### config.mk
export PLATFORM = sky130hd
export DESIGN_NAME = unidade_controle_multiciclo
export DESIGN_NICKNAME = d
export VERILOG_FILES = /design/src/rtl/unidade_controle_multiciclo.sv
export SDC_FILE = /design/constraint.sdc
export NUM_CORES = 1
export LEC_CHECK = 0
export ABC_AREA = 1
export CORE_MARGIN = 5
export CORE_UTILIZATION = 35
export CTS_CLUSTER_DIAMETER = 150
export DETAILED_ROUTE_END_ITERATION = 8
export PLACE_DENSITY = 0.77
export SYNTH_ARGS = -nofsm -noshare
export SYNTH_HDL_FRONTEND = slang
export SYNTH_SLANG_ARGS = --single-unit
### constraint.sdc
create_clock -name clock -period 4.3 [get_ports clock]
set_clock_uncertainty 0.2 [all_clocks]
set_input_delay 0.86 -clock clock [delete_from_list [all_inputs] [get_ports clock]]
set_output_delay 0.86 -clock clock [all_outputs]
set_load 0.02 [all_outputs]
### src/rtl/unidade_controle_multiciclo.sv
// unidade_controle_multiciclo
//
// Multi-cycle control FSM for the core.
// - Fetches an instruction word and decodes its opcode/funct fields.
// - Drives the ALU operation and sub-operation.
// - Resolves branches and jumps from the ALU Zero flag.
// - Sequences the memory, register-file and I/O handshakes.
//
// Ports:
//   clock, reset        rising-edge clock, asynchronous active-high reset
//   Instrucao[31:0]     instruction register contents (opcode [31:26], funct [5:0])
//   Zero                ALU branch-taken flag, only consulted in EXECUTA
//   Mem_pronta          memory finishes the current access this cycle
//   Entrada_valida      input device has a word available
//   Saida_pronta        output device accepts the word this cycle
//   Opcode, OpALU       ALU operation (identical values)
//   funct               ALU sub-operation
//   EscreveIR, EscrevePC, LeMem, EscreveMem, EscreveReg   strobes
//   FontePC             0 = PC+1, 1 = immediate target, 2 = register (JR)
//   FonteDadoReg        0 = ALU result, 1 = memory, 2 = input device
//   FonteB              ALU operand B: 0 = register, 1 = immediate
//   Saida_valida        output word valid
//   Parado              core halted
//   Estado              current state code, for debug
module unidade_controle_multiciclo #(
  parameter logic [5:0] OPC_PARADA = 6'd63
) (
  input  logic        clock,
  input  logic        reset,
  input  logic [31:0] Instrucao,
  input  logic        Zero,
  input  logic        Mem_pronta,
  input  logic        Entrada_valida,
  input  logic        Saida_pronta,
  output logic [5:0]  Opcode,
  output logic [5:0]  OpALU,
  output logic [5:0]  funct,
  output logic        EscreveIR,
  output logic        EscrevePC,
  output logic        LeMem,
  output logic        EscreveMem,
  output logic        EscreveReg,
  output logic [1:0]  FontePC,
  output logic [1:0]  FonteDadoReg,
  output logic        FonteB,
  output logic        Saida_valida,
  output logic        Parado,
  output logic [2:0]  Estado
);

  typedef enum logic [2:0] {
    BUSCA      = 3'd0,
    DECODIFICA = 3'd1,
    EXECUTA    = 3'd2,
    MEMORIA    = 3'd3,
    ESCRITA    = 3'd4,
    ESPERA_ES  = 3'd5,
    PARADO     = 3'd6
  } estado_t;

  estado_t     estado;
  logic [5:0]  op_reg;
  logic [1:0]  fonte_dado_reg;
  logic [5:0]  op_inst;
  logic        eh_alu, eh_load, eh_store, eh_desvio, eh_in, eh_out;
  logic        usa_imediato, op_indefinido;
  logic        unused_bits;

  assign op_inst     = Instrucao[31:26];
  // The middle of the instruction word belongs to the datapath, not to us.
  assign unused_bits = ^Instrucao[25:6];

  // Instruction classes are taken from the opcode latched in DECODIFICA, so
  // the sequencing after decode depends only on that snapshot.
  assign eh_alu    = op_reg inside {6'd0, 6'd1, 6'd2, 6'd3, 6'd4, 6'd13,
                                    [6'd15:6'd18], 6'd20};
  assign eh_load   = op_reg inside {6'd6, 6'd31};
  assign eh_store  = op_reg inside {6'd7, 6'd30};
  assign eh_desvio = op_reg inside {6'd5, 6'd10, 6'd11, 6'd19};
  assign eh_in     = (op_reg == 6'd8);
  assign eh_out    = (op_reg == 6'd9);

  assign op_indefinido = op_inst inside {6'd12, 6'd14, [6'd21:6'd29], [6'd32:6'd62]};
  assign usa_imediato  = op_inst inside {6'd2, 6'd5, 6'd6, 6'd7, 6'd8, 6'd20, 6'd30, 6'd31};

  // State register plus the write-back source remembered from the path that
  // led into ESCRITA. Every wait state simply holds until its handshake.
  always_ff @(posedge clock or posedge reset) begin
    if (reset) begin
      estado         <= BUSCA;
      op_reg         <= 6'd0;
      fonte_dado_reg <= 2'd0;
    end else begin
      case (estado)
        BUSCA: begin
          if (Mem_pronta) estado <= DECODIFICA;
        end
        DECODIFICA: begin
          op_reg <= op_inst;
          if (op_inst == OPC_PARADA)  estado <= PARADO;
          else if (op_indefinido)     estado <= BUSCA;
          else                        estado <= EXECUTA;
        end
        EXECUTA: begin
          fonte_dado_reg <= 2'd0;
          if (eh_alu)                      estado <= ESCRITA;
          else if (eh_load || eh_store)    estado <= MEMORIA;
          else if (eh_in || eh_out)        estado <= ESPERA_ES;
          else                             estado <= BUSCA;
        end
        MEMORIA: begin
          if (Mem_pronta) begin
            if (eh_load) begin
              estado         <= ESCRITA;
              fonte_dado_reg <= 2'd1;
            end else begin
              estado <= BUSCA;
            end
          end
        end
        ESPERA_ES: begin
          if (eh_in && Entrada_valida) begin
            estado         <= ESCRITA;
            fonte_dado_reg <= 2'd2;
          end else if (eh_out && Saida_pronta) begin
            estado <= BUSCA;
          end
        end
        ESCRITA: estado <= BUSCA;
        PARADO:  estado <= PARADO;
        default: estado <= BUSCA;
      endcase
    end
  end

  // Output decode. The handshake strobes are Mealy on purpose: the IR/PC
  // write in BUSCA and the branch PC write follow the inputs in the same
  // cycle. Everything is forced to its idle value while reset is held, so
  // a memory write in flight is cut off immediately.
  always_comb begin
    Opcode       = 6'h3F;
    funct        = 6'h00;
    EscreveIR    = 1'b0;
    EscrevePC    = 1'b0;
    LeMem        = 1'b0;
    EscreveMem   = 1'b0;
    EscreveReg   = 1'b0;
    FontePC      = 2'd0;
    FonteDadoReg = 2'd0;
    FonteB       = 1'b0;
    Saida_valida = 1'b0;
    Parado       = 1'b0;
    Estado       = estado;
    if (!reset) begin
      if (estado inside {EXECUTA, MEMORIA, ESCRITA, ESPERA_ES}) begin
        Opcode = op_inst;
        funct  = Instrucao[5:0];
        FonteB = usa_imediato;
      end
      case (estado)
        BUSCA: begin
          LeMem = 1'b1;
          if (Mem_pronta) begin
            EscreveIR = 1'b1;
            EscrevePC = 1'b1;
          end
        end
        EXECUTA: begin
          if (eh_desvio) begin
            EscrevePC = Zero;
            FontePC   = (op_reg == 6'd19) ? 2'd2 : 2'd1;
          end
        end
        MEMORIA: begin
          LeMem      = eh_load;
          EscreveMem = eh_store;
        end
        ESPERA_ES: begin
          Saida_valida = eh_out;
        end
        ESCRITA: begin
          EscreveReg   = 1'b1;
          FonteDadoReg = fonte_dado_reg;
        end
        PARADO: begin
          Parado = 1'b1;
        end
        default: ;
      endcase
    end
  end

  assign OpALU = Opcode;

endmodule

# Word-level counts from Yosys, hierarchy flattened
# Index checks and enable logic that the tools add are counted.
[op_classes]
n_eq_ne = 38
n_reduce_logical = 19
n_lt_le_gt_ge = 6
n_mux = 43
[ops]
columns = ["operator", "n"]
rows = [
  ["6-bit by 4-bit == test with 1-bit output (second input constant)", 8],
  ["6-bit by 3-bit == test with 1-bit output (second input constant)", 7],
  ["6-bit by 5-bit == test with 1-bit output (second input constant)", 7],
  ["3-bit two-way mux", 9],
  ["6-bit two-way mux", 4],
  ["2-bit two-way mux", 10],
  ["6-bit by 2-bit == test with 1-bit output (second input constant)", 3],
  ["3-bit case mux with 6 select lines", 1],
  ["1-bit two-way mux", 16],
  ["8-bit nonzero test", 2],
  ["6-bit by 5-bit less-or-equal comparator with 1-bit output (second input constant)", 2],
  ["4-bit nonzero test", 3],
  ["3-bit == test (second input constant)", 3],
  ["2-bit inequality test (second input constant)", 4],
  ["3-bit by 2-bit == test with 1-bit output (second input constant)", 2],
  ["6-bit by 1-bit == test with 1-bit output (second input constant)", 1],
  ["6-bit == test (second input constant)", 1],
  ["6-bit by 4-bit >= comparator with 1-bit output (second input constant)", 1],
  ["6-bit by 5-bit >= comparator with 1-bit output (second input constant)", 1],
  ["6-bit >= comparator (second input constant)", 1],
  ["6-bit less-or-equal comparator (second input constant)", 1],
  ["6-bit zero test", 1],
  ["2-bit case mux with 3 select lines", 1],
  ["1-bit logical AND", 5],
  ["other kinds (9)", 12],
]
[totals]
ff_bits = 11
output_inout_bits = 33
wordCells = 109
in_bits = 38

# Logic depth before layout (Yosys ltp)
# Gate-level depths: netlist of the first run.
[logic_depth]
depth_word = 6
ltp_mapped = 10
depth_no_buf = 10

# Least setup slack after synthesis of the first run
# Ideal clock, no wire load.
[synth_path]
path_kind = "input -> output"
startpoint = "input port reset"
endpoint = "output port Saida_valida"
n_path_buf = 1
slack_ps = 1470
stages = 2
t_required_ps = 3240
arrival_ps = 1770
cell_sequence = "clkbuf_1 -> nor4_1"
[synth_between]
elab_chain_len = 1
[synth_lines]
columns = ["element", "line", "source"]
rows = [
  ["from (decl)", "29", "input logic reset,"],
  ["1-bit two-way mux", "154", "if (!reset) begin"],
  ["to (decl)", "46", "output logic Saida_valida,"],
]
# Every way passes these cells.

# Worst setup path in the final report of the first run
[layout_path]
startpoint = "input port Instrucao[26]"
endpoint = "output port FonteB"
[layout_between]
elab_chain_len = 4
elab_cells_between_ends = 11
classes_between = "eq/ne: 8; mux: 2; reduce/logical: 1"
[layout_lines]
columns = ["element", "line", "source"]
rows = [
  ["from (decl)", "30", "input logic [31:0] Instrucao,"],
  ["6-bit by 2-bit == test with 1-bit output (tied with other cells)", "84", "assign usa_imediato = op_inst inside {6'd2, 6'd5, 6'd6, 6'd7, 6'd8, 6'd20, 6'd30, 6'd31};"],
  ["8-bit nonzero test *", "84", ""],
  ["1-bit two-way mux *", "155", "if (estado inside {EXECUTA, MEMORIA, ESCRITA, ESPERA_ES}) begin"],
  ["1-bit two-way mux *", "154", ""],
  ["to (decl)", "45", "output logic FonteB,"],
]
# Every way passes the cells marked *; elsewhere a longest branch is shown, timed or not.

==> qor.yml, run 1 <==
outcome:
  status: "completed"
power:
  pwr-share-comb_pct: 16.1
  swShare_pct: 23.45
  power.total_mw: 0.2056
  leakage_nw: 0.8267
  power.internal_mw: 0.1574
  seqPwrFrac_pct: 50.3
  switchingPower_mw: 0.04823
  pwr-share-clk_pct: 33.7
  powerDensity_mw_per_mm2: 121.9
  vdd_drop_max_uv: 53.74
cts:
  cts_sinks: 11
  clockBufferDepth: 2
  clk_pin_slew_worst_paths_ns: 0.08
  root_buffer: "clkbuf_4"
  cts-resized-gates: 0
  postCtsSetupBuffers: 0
  hold_buffers: 0
  clk_latency_ns: 0.26
  cts_buffers: 3
  htreeDepth: 1
  cts_tree: "yes"
place:
  dp_hpwl_um: 2552
  gp_congestion: 0.8659
  port_buffers: 50
floorplanning:
  core_mm2: 0.003103
  die_w_um: 67.16
  start_util_pct: 36.85
  ios: 71
  rows: 20
  die_y_um: 67.16
  design.die.area_mm2: 0.004510
synth:
  synthCells: 197
  yosysTopAreaCell: "dfrtp_1"
  synth_edf_count: 0
  syn-num-nets: 237
  synth.cell_area_mm2: 0.001144
  yosysMostFrequentCell: "nand2_1"
  netlist.area_leader.share_pct: 24.07
  ys_types: 27
  synth_seq_cells: 11
  synthesis.area_per_instance_um2: 5.805
  ys_warn_count: 0
  synth_area_leaders: "dfrtp_1 (24%), nand2_1 (21%), inv_1 (8.9%)"
  synth-main-ff-cell: "dfrtp_1"
  synthArstFlopShare_pct: 100.0
  seq_area_frac_synth_pct: 24.07
  synth_top_cells_by_count: "nand2_1 (63), inv_1 (27), nor2_1 (25)"
routing:
  via_per_inst: 4.626
  num_vias: 1337
  drc: 0
  ant_nets: 0
  first_pass_iters: 4
  wl_per_cell_um: 10.40
  drt_iter0_markers: 34
  drt_wl_total_um: 3006
setup_path:
  worstPathArrival_ns: 2.65
  cp_common_cell: "nor2_1"
  crit_start: "Instrucao[26]"
  rrSetupSlack_ns: 2.50
  cp-end-kind: "output port"
  crit_end: "FonteB"
  crit_type: "input pin to output port"
  slowest_stage: "clkdlybuf4s50_1"
  required_ns: 3.24
  rr_worst_depth: 9
  worstReg2RegEnd: "Estado[2]$_DFFE_PP0P_"
  worstPathCellList: "clkdlybuf4s50_1, nor2_1, a2111oi_0, nor2_1, nor2_1, clkdlybuf4s50_1"
  worst-path-max-fanout: 5
  critPathLaunchType: "input pin"
  slowest_delay_ns: 0.61
  r2r_start: "Estado[2]$_DFFE_PP0P_"
final_layout:
  regArea_um2: 275.3
  multi_input_area_um2: 698.2
  area_growth_pct: 47.48
  drive_gt1_share_pct: 9.388
  antenna_cells: 0
  largest_reg_flops: 6
  nFillCells: 335
  nets: 286
grt:
  antenna_found_initial: 0
  grt_pass1_vias: 1202
  grt_pass1_wl_um: 4899
  grtUsageTotal_pct: 13.78
  grt_max_degree: 15
  grt_overflow: 0
timing:
  hold_violations: 0
  setup_violations: 0
  worst_pin_slew_ns: 0.4349
  relSlewSlack_pct: 70.92
  rsz0062_at_grt: "no"
  clock.fmax_mhz: 269.8
  finalMaxSlewViolations: 0
  fin_setup_tns_ns: 0
  whs_ns: 0.2778
  fin_crit_ns: 3.707
  fin_crit_sh_pct: 86.21
hold_path:
  worstHoldPathType: "flip-flop to flip-flop"
  min_delay_path_depth: 2
flow_run:
  maxCapViolCount: 0
[worst max-delay path: cells and delay by family]
| kind | cells | cell delay (ns) |
|---|---|---|
| buffers and inverters | 2 | 1.17 |
| AOI/OAI and AO/OA | 1 | 0.36 |
| and+or+nand+nor | 3 | 0.26 |
[per-layer routing]
metal | part of all wire, % | wire [um] | vias up | track usage [%]
li1 | - | - | 707 | -
met1 | 46 | 1387 | 585 | 17.60
met2 | 45 | 1355 | 43 | 23.19
met3 | 7.7 | 230 | 2 | 3.161
met4 | 1.1 | 32 | 0 | 3.797
met5 | 0 | 0 | - | 0
[layout by cell type, fill, tap and decap left out]
| cell | n |
|---|---|
| nand3b_1 | 1 |
| nand2_2 | 1 |
| nand3_2 | 3 |
| nor3_1 | 4 |
| inv_1 | 27 |
| o21ai_1 | 2 |
| ha_1 | 2 |
| clkbuf_1 | 1 |
| clkdlybuf4s50_1 | 50 |
| nor2_4 | 1 |
| nor4_1 | 1 |
| nand2_1 | 63 |
| a2111oi_0 | 1 |
| o21ai_0 | 10 |
| inv_2 | 4 |
| nand4_1 | 2 |
| dfrtp_1 | 11 |
| o21ai_2 | 1 |
| nand3_1 | 18 |
| buf_4 | 2 |
| or2_1 | 1 |
| a21oi_2 | 1 |
| nor3b_1 | 1 |
| a31o_1 | 1 |
| o22ai_1 | 1 |
| clkbuf_4 | 3 |
| nor2_2 | 7 |
| nor2_1 | 25 |
[layout make-up]
type | count | area share (%)
Inverter | 31 | 6.899
Sequential cell | 11 | 16.32
Multi-Input combinational cell | 147 | 41.39
Timing Repair Buffer | 52 | 30.56
Tap cell | 44 | 3.264
Clock buffer | 4 | 1.558
[logic make-up after synthesis]
group | after synthesis | share of synthesized area, %
AOI/OAI and AO/OA | 17 | 8.863
adders and majority gates | 2 | 2.188
buffers and inverters | 39 | 14.88
DFF | 11 | 24.07
and+or+nand+nor | 128 | 50.00
[worst min-delay path by stage]
stage	to	start	slack (ns)
2_1_floorplan	fonte_dado_reg[1]$_DFFE_PP0P_	fonte_dado_reg[1]$_DFFE_PP0P_	0.24
3_3_place_gp	fonte_dado_reg[1]$_DFFE_PP0P_	fonte_dado_reg[1]$_DFFE_PP0P_	0.26
3_5_place_dp	fonte_dado_reg[1]$_DFFE_PP0P_	fonte_dado_reg[1]$_DFFE_PP0P_	0.26
4_1_cts	fonte_dado_reg[1]$_DFFE_PP0P_	fonte_dado_reg[1]$_DFFE_PP0P_	0.28
5_1_grt	fonte_dado_reg[1]$_DFFE_PP0P_	fonte_dado_reg[1]$_DFFE_PP0P_	0.33
6_report	fonte_dado_reg[1]$_DFFE_PP0P_	fonte_dado_reg[1]$_DFFE_PP0P_	0.28
[power groups by stage]
| stage | clock network, mW | registers (mW) | logic, mW |
|---|---|---|---|
| 2_1_floorplan | 0 | 0.105 | 0.0106 |
| 3_3_place_gp | 0 | 0.105 | 0.0327 |
| 3_5_place_dp | 0 | 0.105 | 0.0330 |
| 4_1_cts | 0.0711 | 0.103 | 0.0331 |
| 5_1_grt | 0.0769 | 0.103 | 0.0360 |
| 6_report | 0.0692 | 0.103 | 0.0331 |
[per-stage QoR]
stage	cells	util, %	cell area [um^2]	worst slack (ns)
3_5_place_dp	285	53.51	1660	0.6098
4_1_cts	289	54.35	1687	0.6089
5_1_grt	289	54.35	1687	0.4673
2_1_floorplan	197	-	1144	1.470
3_3_place_gp	285	53.51	1660	0.6143
6_report	289	54.35	1687	0.5932
(Power assumes the default switching activity.)
==> run 2: changes to the inputs <==
--- a/config.mk
+++ b/config.mk
@@ -6,7 +6,7 @@
 export NUM_CORES = 1
 export LEC_CHECK = 0
 export ABC_AREA = 1
-export CORE_MARGIN = 5
+export CORE_MARGIN = 2
 export CORE_UTILIZATION = 35
 export CTS_CLUSTER_DIAMETER = 150
 export DETAILED_ROUTE_END_ITERATION = 8
==> run 2 against run 1 <==
Compared with the run above: power is 0.42% higher; clock-buffer cell count stayed put; hold slack better by 0.0030 ns.
==> qor.yml, run 2 (same netlist as run 1, synthesis figures left out) <==
routing:
  drt_wl_total_um: 2954
  via_per_inst: 4.671
  drt_iter0_markers: 43
  first_pass_iters: 4
  drc: 0
  ant_nets: 0
  wl_per_cell_um: 10.22
  num_vias: 1350
floorplanning:
  ios: 71
  core_mm2: 0.003078
  start_util_pct: 37.15
  die_y_um: 61.16
  design.die.area_mm2: 0.003741
  die_w_um: 61.16
  rows: 20
setup_path:
  crit_type: "input pin to output port"
  rrSetupSlack_ns: 2.48
  cp-end-kind: "output port"
  critPathLaunchType: "input pin"
  cp_common_cell: "nor2_1"
  required_ns: 3.24
  worst-path-max-fanout: 5
  slowest_stage: "clkdlybuf4s50_1"
  slowest_delay_ns: 0.62
  worstPathArrival_ns: 2.67
  worstPathCellList: "clkdlybuf4s50_1, nor2_1, a2111oi_0, nor2_1, nor2_1, clkdlybuf4s50_1"
power:
  swShare_pct: 23.73
  pwr-share-comb_pct: 15.8
  powerDensity_mw_per_mm2: 122.4
  switchingPower_mw: 0.04900
  power.internal_mw: 0.1575
  leakage_nw: 0.8267
  vdd_drop_max_uv: 64.28
  seqPwrFrac_pct: 50.1
  pwr-share-clk_pct: 34.1
  power.total_mw: 0.2065
cts:
  clk_latency_ns: 0.27
  root_buffer: "clkbuf_4"
  cts-resized-gates: 0
  hold_buffers: 0
  cts_buffers: 3
  clockBufferDepth: 2
  cts_tree: "yes"
  postCtsSetupBuffers: 0
  clk_pin_slew_worst_paths_ns: 0.07
  htreeDepth: 1
  cts_sinks: 11
final_layout:
  mostFrequentLayoutCell: "nand2_1"
  area_growth_pct: 47.48
  nets: 286
  nFillCells: 300
  antenna_cells: 0
  layout_common_cells: "nand2_1 (63), clkdlybuf4s50_1 (50), inv_1 (27)"
  final_area_mm2: 0.001687
  drive_gt1_share_pct: 9.388
  largest_reg_flops: 6
timing:
  fin_crit_sh_pct: 86.70
  worst_pin_slew_ns: 0.4370
  fin_setup_tns_ns: 0
  clock.fmax_mhz: 268.2
  fin_crit_ns: 3.728
  finalMaxSlewViolations: 0
  setup_violations: 0
  hold_violations: 0
  rsz0062_at_grt: "no"
  whs_ns: 0.2808
  relSlewSlack_pct: 70.78
place:
  gp_congestion: 0.9100
  dp_hpwl_um: 2467
  placed_cell_area_mm2: 0.001660
  port_buffers: 50
outcome:
  status: "completed"
grt:
  grt_overflow: 0
  grtUsageTotal_pct: 16.88
  antenna_found_initial: 0
  grt_pass1_wl_um: 4850
  grt_pass1_vias: 1188
  grt_max_degree: 15
hold_path:
  worstHoldPathType: "flip-flop to flip-flop"
flow_run:
  maxCapViolCount: 0
[run 2: area by class of cell]
class | instances | area (um^2) | share of cell area, %
tap | 44 | 55.05 | 3.264
clock buffer | 4 | 26.28 | 1.558
multi-input combinational | 147 | 698.2 | 41.39
timing repair buffer | 52 | 515.5 | 30.56
sequential | 11 | 275.3 | 16.32
inverter | 31 | 116.4 | 6.899
[run 2: power by group through the flow]
stage	Clock (mW)	Sequential [mW]	Combinational (mW)
after floorplan	0	0.105	0.0106
after global placement	0	0.105	0.0328
after detailed placement	0	0.105	0.0328
after CTS	0.0736	0.103	0.0329
after global routing	0.0783	0.103	0.0362
final	0.0704	0.103	0.0327
[run 2: layer usage]
metal  global-route usage (%)  share of wire, %  wire (um)  vias up
met1                    22.90                48       1406      590
met2                    27.51                45       1330       50
li1                         -                 -          -      708
met5                        0                 0          0        -
met3                    2.101               6.3        186        2
met4                    6.211               1.0         31        0
[run 2: through the flow]
stage	cells	worst slack, ns	utilization [%]
2_1_floorplan	197	1.470	-
3_3_place_gp	285	0.6133	53.94
3_5_place_dp	285	0.5845	53.94
4_1_cts	289	0.5841	54.80
5_1_grt	289	0.4764	54.80
6_report	289	0.5721	54.80
[run 2: path summary, 6_finish.rpt]
kind                                          startpoint                            end  cells past startpoint
setup / recovery                           Instrucao[26]                         FonteB                      6
hold / removal             fonte_dado_reg[1]$_DFFE_PP0P_  fonte_dado_reg[1]$_DFFE_PP0P_                      2
setup reg to reg                   Estado[2]$_DFFE_PP0P_          Estado[2]$_DFFE_PP0P_                      9
hold reg to reg            fonte_dado_reg[1]$_DFFE_PP0P_  fonte_dado_reg[1]$_DFFE_PP0P_                      2
max in group asynchronous                          reset          op_reg[0]$_DFFE_PP0P_                      4
min in group asynchronous                          reset  fonte_dado_reg[0]$_DFFE_PP0P_                      3
[run 2: critical path, delay by kind of cell]
family          cells  cell delay [ns]
buf+inv             2             1.16
compound gates      1             0.38
simple gates        3             0.27
